### config.mk
export PLATFORM = sky130hd
export DESIGN_NAME = gpmc_ring_reader
export DESIGN_NICKNAME = d
export VERILOG_FILES = /design/src/rtl/gpmc_ring_reader.sv
export SDC_FILE = /design/constraint.sdc
export NUM_CORES = 1
export LEC_CHECK = 0
export BUFFER_PORTS_ARGS = -buffer_cell sky130_fd_sc_hd__buf_2
export CORE_ASPECT_RATIO = 1.25
export CORE_MARGIN = 1
export CORE_UTILIZATION = 45
export DETAILED_ROUTE_END_ITERATION = 6
export PLACE_DENSITY = 0.67
export RECOVER_POWER = 50
export SETUP_SLACK_MARGIN = 0.1
export SLEW_MARGIN = 5
export SYNTH_ARGS = -nofsm -noshare
export SYNTH_HDL_FRONTEND = slang
export SYNTH_SLANG_ARGS = --single-unit
export TNS_END_PERCENT = 1
### constraint.sdc
create_clock -name clk -period 2.2 [get_ports clk]
set_input_delay 0.11 -clock clk [delete_from_list [all_inputs] [get_ports clk]]
set_output_delay 0.11 -clock clk [all_outputs]
set_load 0.05 [all_outputs]
### src/rtl/gpmc_ring_reader.sv
// Port-B consumer of the GPMC word ring: reads tail..head from the dual-port SRAM
// and streams the words out on valid/ready, publishing the committed tail pointer.
module gpmc_ring_reader #(
  parameter int ADDR_W = 11,
  parameter int DATA_W = 16
) (
  input  logic              clk,
  input  logic              rst_n,
  input  logic [ADDR_W-1:0] host_head,
  input  logic              host_head_we,
  input  logic              flush,
  output logic              b_ena,
  output logic [ADDR_W-1:0] b_addr,
  input  logic [DATA_W-1:0] b_dout,
  output logic              m_valid,
  output logic [DATA_W-1:0] m_data,
  input  logic              m_ready,
  output logic [ADDR_W-1:0] tail_ptr,
  output logic [ADDR_W-1:0] words_avail,
  output logic              empty
);

  logic [ADDR_W-1:0] head_q;
  logic [ADDR_W-1:0] rd_ptr;
  logic              inflight;
  logic [DATA_W-1:0] fifo_mem [2];
  logic              rd_idx;
  logic              wr_idx;
  logic [1:0]        count;
  logic              pop;
  logic [ADDR_W-1:0] flush_head;

  assign m_valid = (count != 2'd0);
  assign pop     = m_valid && m_ready;
  // A read may be issued into a full pipeline only if a word leaves this same cycle.
  assign b_ena   = (rd_ptr != head_q) && !flush
                   && (((count + {1'b0, inflight}) < 2'd2) || pop);
  assign b_addr  = rd_ptr;
  assign m_data  = m_valid ? fifo_mem[rd_idx] : '0;

  assign flush_head  = host_head_we ? host_head : head_q;
  assign words_avail = head_q - tail_ptr;
  assign empty       = (head_q == tail_ptr);

  // Control: pointers, in-flight flag and FIFO occupancy
  always_ff @(posedge clk) begin
    if (!rst_n) begin
      head_q   <= '0;
      rd_ptr   <= '0;
      tail_ptr <= '0;
      inflight <= 1'b0;
      count    <= 2'd0;
      rd_idx   <= 1'b0;
      wr_idx   <= 1'b0;
    end else begin
      if (host_head_we) head_q <= host_head;
      if (flush) begin
        rd_ptr   <= flush_head;
        tail_ptr <= flush_head;
        inflight <= 1'b0;
        count    <= 2'd0;
        rd_idx   <= 1'b0;
        wr_idx   <= 1'b0;
      end else begin
        inflight <= b_ena;
        if (b_ena)    rd_ptr <= rd_ptr + 1'b1;
        if (pop) begin
          tail_ptr <= tail_ptr + 1'b1;
          rd_idx   <= ~rd_idx;
        end
        if (inflight) wr_idx <= ~wr_idx;
        case ({inflight, pop})
          2'b10:   count <= count + 2'd1;
          2'b01:   count <= count - 2'd1;
          default: count <= count;
        endcase
      end
    end
  end

  // Data: returned SRAM word lands in the FIFO; storage needs no reset
  always_ff @(posedge clk) begin
    if (rst_n && !flush && inflight) fifo_mem[wr_idx] <= b_dout;
  end

  always_ff @(posedge clk) begin
    if (rst_n && !flush) assert (!(inflight && !pop && count == 2'd2));
  end

endmodule

==> flow_summary.json, run 1 <==
{
  "status": "finished, violations left",
  "failed_checks": "setup timing",
  "hold_violations": 0,
  "clockPowerShare": 0.279,
  "tritoncts": "built",
  "rsz0062_at_grt": "yes",
  "multiInputGateArea_um2": 1850,
  "utilization": 0.629,
  "max-slew-margin-rel": 0.555,
  "diodes": 0,
  "wl_mm": 8.53,
  "clock_sinks": 71,
  "drtAntennaViolNets": 0,
  "cp.required_ns": 2.09,
  "grt.total_usage": 0.218,
  "avgSynthCellArea_um2": 10.2,
  "syn-num-nets": 394,
  "clk_latency_ns": 0.34,
  "min_period_ns": 2.49,
  "vias": 2846,
  "fin_skew_ns": 0.00855,
  "die_w_um": 81.5,
  "die-area_um2": 8260,
  "internal-power_mw": 2.36,
  "pin_count": 84,
  "buffer_ports.inserted": 83,
  "setup_viol": 4,
  "drt_pass1_iterations": 5,
  "power_frac_seq": 0.410,
  "cp.arrival_ns": 2.38,
  "initial_core_util": 0.474,
  "netlist_area_um2": 3550,
  "nets": 512,
  "crit_type": "reg2out",
  "cts_buffers": 9,
  "hold_path_class": "in2reg",
  "fin_crit_sh": 1.13,
  "worstSetupEndpointType": "output pin",
  "yosys.cell_types.count": 41,
  "fmax_mhz": 401,
  "whs_ns": 0.0508,
  "post_drt_wl_per_cell_um": 15.1,
  "critPathMaxFanout": 2,
  "cellLeakagePower_nw": 1.91,
  "power_mw": 3.63,
  "swShare": 0.349,
  "switchingPower_mw": 1.27,
  "clockRootBuffer": "clkbuf_8",
  "power_density_nw_per_um2": 770,
  "synth-seq-cells": 71,
  "num_rows": 35,
  "yosysWarningCount": 0,
  "regToRegSetupSlack_ns": 0.26,
  "antenna_found_initial": 0,
  "drc": 0,
  "drive_above_1_share": 0.263,
  "grt-ovfl-total": 0,
  "seq_area_um2": 1760,
  "routabilityCongestion": 0.831,
  "drv_slew": 0,
  "grt_max_degree": 23,
  "cp-start-kind": "register",
  "h-tree-depth": 3,
  "coreArea_um2": 7490,
  "ys_seq_area_frac": 0.490,
  "die_y_um": 101,
  "fillers": 655,
  "viasPerCell": 5.06,
  "ir_drop_v": 0.000468,
  "synthCells": 348,
  "cap_violations": 0,
  "synthToLayoutAreaGrowth_pct": 32.7,
  "clockBufferDepth": 2,
  "clk_pin_slew_ns": 0.07,
  "worst_pin_slew_ns": 0.663,
  "pwr-share-comb": 0.312,
  "grt_pass1_wl_mm": 13.3,
  "grt_pass1_vias": 2799,
  "layout_setup_ws_ns": -0.295,
  "drtIter0Drc": 86,
  "dp_hpwl_mm": 6.41
}
[cell usage in the layout (no fill, tap or decap), types with 7 or more instances in the layout]
master and count:
xor2_1 23, xnor2_1 15, mux2i_1 29, ha_1 8, inv_1 12, a21oi_1 23, nor2b_1 12, buf_4 21
dfxtp_1 30, nor2_1 28, clkbuf_8 9, edfxtp_1 32, buf_2 40, dlygate4sd3_1 16, nand4_1 7, clkbuf_1 36
nand2_1 35, nor3_1 8
[cells in the mapped netlist (all sizes together)]
master   number  share of area
dfxtp        39           0.22
nand2        35          0.037
edfxtp       32           0.27
mux2i        29          0.082
nor2         29          0.031
a21oi        27          0.038
xor2         25          0.062
inv          18          0.019
xnor2        18          0.044
ha           13          0.046
nor2b        12          0.021
o21ai         9          0.013
nor3          8          0.011
clkbuf        7         0.0074
nand4         7          0.012
nand3         6         0.0085
buf           5         0.0085
nand3b        3         0.0063
nor4          3         0.0088
a31o          2         0.0049
a31oi         2         0.0053
and2          2         0.0035
nand2b        2         0.0035
o21a          2         0.0042
o21bai        2         0.0042
or3           2         0.0035
a21bo         1         0.0028
a21o          1         0.0021
and3          1         0.0018
and4          1         0.0028
fa            1         0.0056
mux2          1         0.0032
nor3b         1         0.0021
o2111ai       1         0.0025
or3b          1         0.0025
[kinds of logic (layout without fill, tap and decap cells)]
logic type	Yosys count	count (layout)	synth area share
AOI/OAI and AO/OA	47	47	0.0768
xor gates and xnor gates	43	43	0.106
adders and majority gates	14	14	0.0514
buffers and inverters	30	153	0.0349
DFF	71	71	0.490
muxes	30	30	0.0849
and+or+nand+nor	113	113	0.156
[worst paths after layout]
| path | from | endpoint | cells after the start |
|---|---|---|---|
| hold reg to reg | rd_idx$_SDFFE_PP0N_ | rd_idx$_SDFFE_PP0N_ | 2 |
| setup / recovery | head_q[0]$_SDFF_PN0_ | words_avail[10] | 11 |
| setup reg to reg | head_q[5]$_SDFF_PN0_ | b_addr[4]$_SDFFE_PN0P_ | 8 |
| hold / removal | host_head[9] | head_q[9]$_SDFF_PN0_ | 3 |
[what timing repair did]
action                                  4_1_cts  5_1_grt
pin swaps                                     2        2
endpoints found under the hold margin        32        0
buffers inserted                              0        0
resized for setup                            23       12
endpoints found under the setup margin        7       25
hold buffers                                 16        0
[critical path, stage by stage (launching register included)]
cell and delay [ns]:
dfxtp_2 0.33, inv_2 0.06, ha_4 0.13, inv_2 0.03, fa_2 0.34, a21oi_2 0.16
o21a_1 0.15, o21ai_1 0.09, a31o_2 0.26, a21oi_4 0.18, xnor2_4 0.14, buf_6 0.17
[state kept, by name, summed over array words and instances, names as in the netlist, named ones only]
| name | cells |
|---|---|
| rd_idx | 1 |
| head_q | 11 |
| count | 2 |
| tail_ptr | 11 |
| inflight | 1 |
| fifo_mem | 32 |
| wr_idx | 1 |
| b_addr | 11 |
[per-layer routing]
layer | share of wire | vias to the layer above | global-route usage
met3 | 0.055 | 15 | 0.0631
met4 | 0.023 | 0 | 0.0810
met2 | 0.53 | 80 | 0.397
met1 | 0.39 | 1313 | 0.233
met5 | 0 | - | 0
li1 | - | 1438 | -
[cell type report]
type / instances / share of cell area
Timing Repair Buffer: 119 / 0.153
Clock inverter: 7 / 0.0151
Multi-Input combinational cell: 247 / 0.393
Clock buffer: 9 / 0.0263
Tap cell: 92 / 0.0244
Inverter: 18 / 0.0143
Sequential cell: 71 / 0.374
[power groups by stage]
stage          Clock [mW]  Sequential [mW]  Combinational (mW)
2_1_floorplan           0             1.61               0.686
3_3_place_gp            0             1.51                1.02
3_5_place_dp            0             1.51                1.03
4_1_cts              1.04             1.48                1.13
5_1_grt              1.09             1.49                1.20
6_report             1.01             1.49                1.13
[through the flow]
step,std cells,cell area [um2],setup TNS [ns],setup WS (ns)
2_1_floorplan,348,3670,0,0.0227
3_3_place_gp,531,4310,-0.0557,-0.0557
3_5_place_dp,531,4310,-0.0757,-0.0757
4_1_cts,563,4740,-0.524,-0.336
5_1_grt,563,4710,-0.891,-0.417
6_report,563,4710,-0.478,-0.295
(Power assumes the default switching activity.)
==> run 2: changes to the inputs <==
--- a/config.mk
+++ b/config.mk
@@ -6,12 +6,14 @@
 export NUM_CORES = 1
 export LEC_CHECK = 0
 export BUFFER_PORTS_ARGS = -buffer_cell sky130_fd_sc_hd__buf_2
+export CELL_PAD_IN_SITES_DETAIL_PLACEMENT = 1
+export CELL_PAD_IN_SITES_GLOBAL_PLACEMENT = 1
 export CORE_ASPECT_RATIO = 1.25
 export CORE_MARGIN = 1
-export CORE_UTILIZATION = 45
+export CORE_UTILIZATION = 41
 export DETAILED_ROUTE_END_ITERATION = 6
-export PLACE_DENSITY = 0.67
-export RECOVER_POWER = 50
+export PLACE_DENSITY = 0.78
+export RECOVER_POWER = 100
 export SETUP_SLACK_MARGIN = 0.1
 export SLEW_MARGIN = 5
 export SYNTH_ARGS = -nofsm -noshare
==> run 2 against run 1 <==
The run still ends with setup timing left. Clock skew fell by 0.0017 ns. Clock-buffer cell count rose by 1. Core utilization fell by 6.0 points. Die area rose by 9.5%. Final area rose by 0.72%. Global-route usage rose by 0.51 points. Largest cell class unchanged. Sequential share of layout area fell by 0.27 points. Worst setup slack got worse by 0.11 ns.
==> flow_summary.json, run 2 (same netlist as run 1, synthesis figures left out) <==
{
  "pin_count": 84,
  "fmax_mhz": 384,
  "clock_sinks": 71,
  "critPathMaxFanout": 2,
  "grt-ovfl-total": 0,
  "regToRegSetupSlack_ns": 0.13,
  "ir_drop_v": 0.000499,
  "wl_mm": 9.80,
  "synthToLayoutAreaGrowth_pct": 33.6,
  "drv_slew": 0,
  "cellLeakagePower_nw": 1.87,
  "power_density_nw_per_um2": 802,
  "drt_pass1_iterations": 4,
  "cap_violations": 0,
  "routabilityCongestion": 0.832,
  "cp.arrival_ns": 2.50,
  "tritoncts": "built",
  "hold_path_depth": 3,
  "clk_pin_slew_ns": 0.08,
  "dp.cells": 537,
  "die-area_um2": 9040,
  "cts_buffers": 9,
  "crit_type": "reg2out",
  "hold_violations": 0,
  "min_period_ns": 2.61,
  "buffer_ports.inserted": 83,
  "vias": 2949,
  "antenna_found_initial": 0,
  "drc": 0,
  "rsz0062_at_grt": "yes",
  "grt_pass1_wl_mm": 15.4,
  "nets": 515,
  "clockRootBuffer": "clkbuf_8",
  "layout_setup_ws_ns": -0.407,
  "die_y_um": 106,
  "hold_end": "head_q[5]$_SDFF_PN0_",
  "reg2reg_from": "head_q[1]$_SDFF_PN0_",
  "timing.rr.end": "b_addr[5]$_SDFFE_PN0P_",
  "cp.required_ns": 2.09,
  "reg2reg_depth": 7,
  "clk_latency_ns": 0.34,
  "hold_start": "host_head[5]",
  "worst_pin_slew_ns": 0.934,
  "drive_above_1_share": 0.236,
  "num_rows": 37,
  "drtAntennaViolNets": 0,
  "diodes": 0,
  "fin_crit_sh": 1.18,
  "final_cell_mix": "clkbuf_1, nand2_1, edfxtp_1",
  "failed_checks": "setup timing",
  "clockBufferDepth": 2,
  "post_drt_wl_per_cell_um": 17.2,
  "top_register": "fifo_mem",
  "cp-start-kind": "register",
  "h-tree-depth": 3,
  "dp_hpwl_mm": 7.07,
  "grt_max_degree": 23,
  "setup_viol": 6,
  "fin_skew_ns": 0.00685,
  "grt.total_usage": 0.223,
  "viasPerCell": 5.16,
  "coreArea_um2": 8330,
  "die_w_um": 85.3,
  "drtIter0Drc": 49,
  "initial_core_util": 0.426,
  "stdcell_count": 571,
  "grt_pass1_vias": 3119,
  "status": "finished, violations left",
  "max-slew-margin-rel": 0.377,
  "largest_reg_flops": 32,
  "tns_ns": -0.812,
  "worstSetupEndpointType": "output pin",
  "hold_path_class": "in2reg",
  "layout_commonest_cell": "clkbuf_1"
}
## run 2: cell count changes in the layout (fill, tap and decap cells not counted), sizes merged
cell | previous run | this run
buf | 67 | 43
clkinv | 3 | 2
clkinvlp | 2 | 1
bufinv | 1 | 2
clkbuf | 45 | 73
## run 2: per-layer routing
metal	up-vias	part of all wire	track usage
li1	1444	-	-
met5	-	0	0
met4	0	0.019	0.0786
met3	15	0.037	0.0380
met2	72	0.54	0.428
met1	1418	0.40	0.243
## run 2: critical path: stages, from the launching register on
cell and delay (ns):
dfxtp_2 0.33, inv_2 0.06, ha_4 0.13, inv_2 0.04, fa_2 0.39, a21oi_2 0.17, o21a_1 0.19, o21ai_2 0.07
a31o_2 0.27, a21oi_4 0.20, xnor2_4 0.13, buf_6 0.17
## run 2: worst max path at each step
stage / endpoint / cells after the start / from
floorplan: words_avail[7] / 7 / tail_ptr[5]$_SDFFE_PN0P_
global placement: words_avail[10] / 11 / head_q[0]$_SDFF_PN0_
detailed placement: words_avail[10] / 11 / head_q[0]$_SDFF_PN0_
CTS: words_avail[10] / 11 / head_q[0]$_SDFF_PN0_
global route: words_avail[10] / 11 / head_q[0]$_SDFF_PN0_
finish: words_avail[10] / 11 / head_q[0]$_SDFF_PN0_
## run 2: where the power goes
group          leakage, nW  internal [mW]  total [mW]  switching (mW)
logic                 1.14          0.413        1.16           0.751
clock network        0.107          0.647        1.16           0.513
registers            0.615           1.43        1.49          0.0555
total                 1.87           2.49        3.81            1.32
## run 2: stage by stage
stage          hold WS (ns)  worst slack (ns)  cell area [um2]  power [mW]  utilization
3_5_place_dp          0.304            -0.101             4320        2.56        0.519
2_1_floorplan         0.209            0.0227             3670        2.29            -
3_3_place_gp          0.298           -0.0572             4320        2.54        0.519
4_1_cts              0.0414            -0.356             4790        3.82        0.575
5_1_grt              0.0633            -0.527             4750        3.96        0.570
6_report             0.0500            -0.407             4750        3.81        0.570
## run 2: cell type report
type	instances	area (um2)
fillers	977	3590
multi-input cells	247	1870
inverters	18	67.6
repair buffers	122	708
well taps	97	121
flip-flops and latches	71	1760
clock buffers	10	128
clock inverters	6	93.8
## run 2: timing repair
action                                 4_1_cts  5_1_grt
pin swaps                                    3        9
setup buffers                                0        2
gates resized for setup                     24       21
setup endpoints to repair                   12       13
hold buffers                                16        0
endpoints found under the hold margin       32        0
==> run 3: changes to the inputs <==
--- a/config.mk
+++ b/config.mk
@@ -8,7 +8,6 @@
 export BUFFER_PORTS_ARGS = -buffer_cell sky130_fd_sc_hd__buf_2
 export CELL_PAD_IN_SITES_DETAIL_PLACEMENT = 1
 export CELL_PAD_IN_SITES_GLOBAL_PLACEMENT = 1
-export CORE_ASPECT_RATIO = 1.25
 export CORE_MARGIN = 1
 export CORE_UTILIZATION = 41
 export DETAILED_ROUTE_END_ITERATION = 6
==> run 3 against run 2 <==
The flow still finishes with violations (setup timing). Register-to-register slack lost 0.26 ns. Sequential power is essentially flat. Maximum frequency grew 1.2%. Flip-flop and latch count unchanged. Critical path depth stayed put. Sequential share of layout area is 0.45 points lower. Critical endpoint unchanged. Highest routed layer unchanged.
==> flow_summary.json, run 3 (same netlist as run 1, synthesis figures left out) <==
{
  "post_drt_wl_per_cell_um": 19.5,
  "cellLeakagePower_nw": 1.93,
  "layout_setup_ws_ns": -0.376,
  "tritoncts": "built",
  "diodes": 0,
  "reg2reg_depth": 8,
  "power_density_nw_per_um2": 828,
  "place_ws_ns": -0.128,
  "dp_hpwl_mm": 7.49,
  "dp.cells": 544,
  "drtAntennaViolNets": 0,
  "pin_count": 84,
  "worst_pin_slew_ns": 1.00,
  "viasPerCell": 5.26,
  "grt-ovfl-total": 0,
  "drv_slew": 0,
  "cp.arrival_ns": 2.47,
  "h-tree-depth": 3,
  "drive_above_1_share": 0.269,
  "clk_pin_slew_ns": 0.08,
  "synthToLayoutAreaGrowth_pct": 35.3,
  "critPathMaxFanout": 2,
  "final_cell_mix": "clkbuf_1, nand2_1, edfxtp_1",
  "clk_latency_ns": 0.36,
  "top_register": "fifo_mem",
  "nets": 517,
  "fin_skew_ns": 0.0103,
  "cpPeakStageDelay_ns": 0.38,
  "worstSetupEndpointType": "output pin",
  "num_rows": 33,
  "failed_checks": "setup timing",
  "die-area_um2": 9040,
  "reg2reg_from": "head_q[1]$_SDFF_PN0_",
  "cap_violations": 0,
  "regToRegSetupSlack_ns": -0.13,
  "largest_reg_flops": 32,
  "hold_end": "head_q[9]$_SDFF_PN0_",
  "drt_pass1_iterations": 4,
  "hold_path_depth": 3,
  "cp-start-kind": "register",
  "crit_path_cell_trace": "inv_2 > ha_4 > inv_2 > fa_2 > a21oi_2 > o21a_1 > o21ai_2 > a31o_2 > a21oi_4 > xnor2_4 > buf_6",
  "drc": 0,
  "power_mw": 3.98,
  "grt_pass1_wl_mm": 17.4,
  "drtIter0Drc": 134,
  "ir_drop_v": 0.000466,
  "crit_path_frequent_cell": "inv_2",
  "rsz0062_at_grt": "yes",
  "cp.required_ns": 2.09,
  "clockRootBuffer": "clkbuf_8",
  "vias": 3054,
  "layout_commonest_cell": "clkbuf_1",
  "grt_pass1_vias": 3338,
  "grt.total_usage": 0.264,
  "fin_crit_sh": 1.17,
  "hold_path_class": "in2reg",
  "die_y_um": 95.1,
  "hold_violations": 0,
  "grt_max_degree": 24,
  "timing.rr.end": "b_addr[10]$_SDFFE_PN0P_",
  "routabilityCongestion": 0.879,
  "die_w_um": 95.1,
  "worst_path_max_delay_cell": "fa_2",
  "wl_mm": 11.3,
  "initial_core_util": 0.428,
  "crit_type": "reg2out",
  "setup_viol": 12,
  "tns_ns": -1.20,
  "antenna_found_initial": 0,
  "buffer_ports.inserted": 83,
  "hold_start": "host_head[9]",
  "fmax_mhz": 388,
  "stdcell_count": 581,
  "clockBufferDepth": 2,
  "coreArea_um2": 8300,
  "cts_buffers": 9,
  "clock_sinks": 71,
  "min_period_ns": 2.58,
  "status": "finished, violations left",
  "max-slew-margin-rel": 0.331
}
-- run 3: cell types whose count changed in the layout (fill, tap and decap cells not counted), sizes merged --
cell,delta
buf,+5
clkbuf,-4
bufinv,+1
-- run 3: how the worst max path moves through the flow --
stage	from	to	slack, ns
2_1_floorplan	tail_ptr[5]$_SDFFE_PN0P_	words_avail[7]	0.02
3_3_place_gp	head_q[0]$_SDFF_PN0_	words_avail[10]	-0.08
3_5_place_dp	head_q[0]$_SDFF_PN0_	words_avail[10]	-0.13
4_1_cts	head_q[0]$_SDFF_PN0_	words_avail[10]	-0.37
5_1_grt	head_q[0]$_SDFF_PN0_	words_avail[10]	-0.47
6_report	head_q[0]$_SDFF_PN0_	words_avail[10]	-0.38
-- run 3: final cells by class --
| cell class | instances | area [um2] |
|---|---|---|
| flip-flops and latches | 71 | 1760 |
| repair buffers | 124 | 748 |
| fillers | 972 | 3490 |
| inverters | 18 | 67.6 |
| well taps | 105 | 131 |
| multi-input cells | 247 | 1850 |
| clock buffers | 9 | 124 |
| clock inverters | 7 | 120 |
-- run 3: metal layers --
layer	wire length [um]	track usage
met1	4430	0.293
met2	6230	0.486
met3	477	0.0646
met4	167	0.0871
met5	0	0
-- run 3: where the power goes --
| group | leakage [nW] | total (mW) | internal, mW | switching [mW] |
|---|---|---|---|---|
| combinational | 1.20 | 1.20 | 0.424 | 0.775 |
| sequential | 0.615 | 1.49 | 1.43 | 0.0590 |
| clock | 0.120 | 1.29 | 0.757 | 0.537 |
-- run 3: worst max-delay path: cells and delay by family (launching register included) --
kind	cells	cell delay [ns]
compound gates	5	0.87
xor+xnor	1	0.13
fa+ha+maj	2	0.51
buf+inv	3	0.27
flops	1	0.33
-- run 3: stage by stage --
step / hold slack (ns) / utilization / cell area [um2]
2_1_floorplan: 0.209 / - / 3670
3_3_place_gp: 0.298 / 0.521 / 4320
3_5_place_dp: 0.307 / 0.521 / 4320
4_1_cts: 0.0325 / 0.585 / 4860
5_1_grt: 0.0653 / 0.579 / 4810
6_report: 0.0382 / 0.579 / 4810
-- run 3: what timing repair did --
action,CTS,global route
endpoints found under the hold margin,32,0
gates cloned,0,0
endpoints found under the setup margin,24,16
resized for setup,33,9
pin swaps,11,7
buffers inserted,3,2
hold buffers,16,0
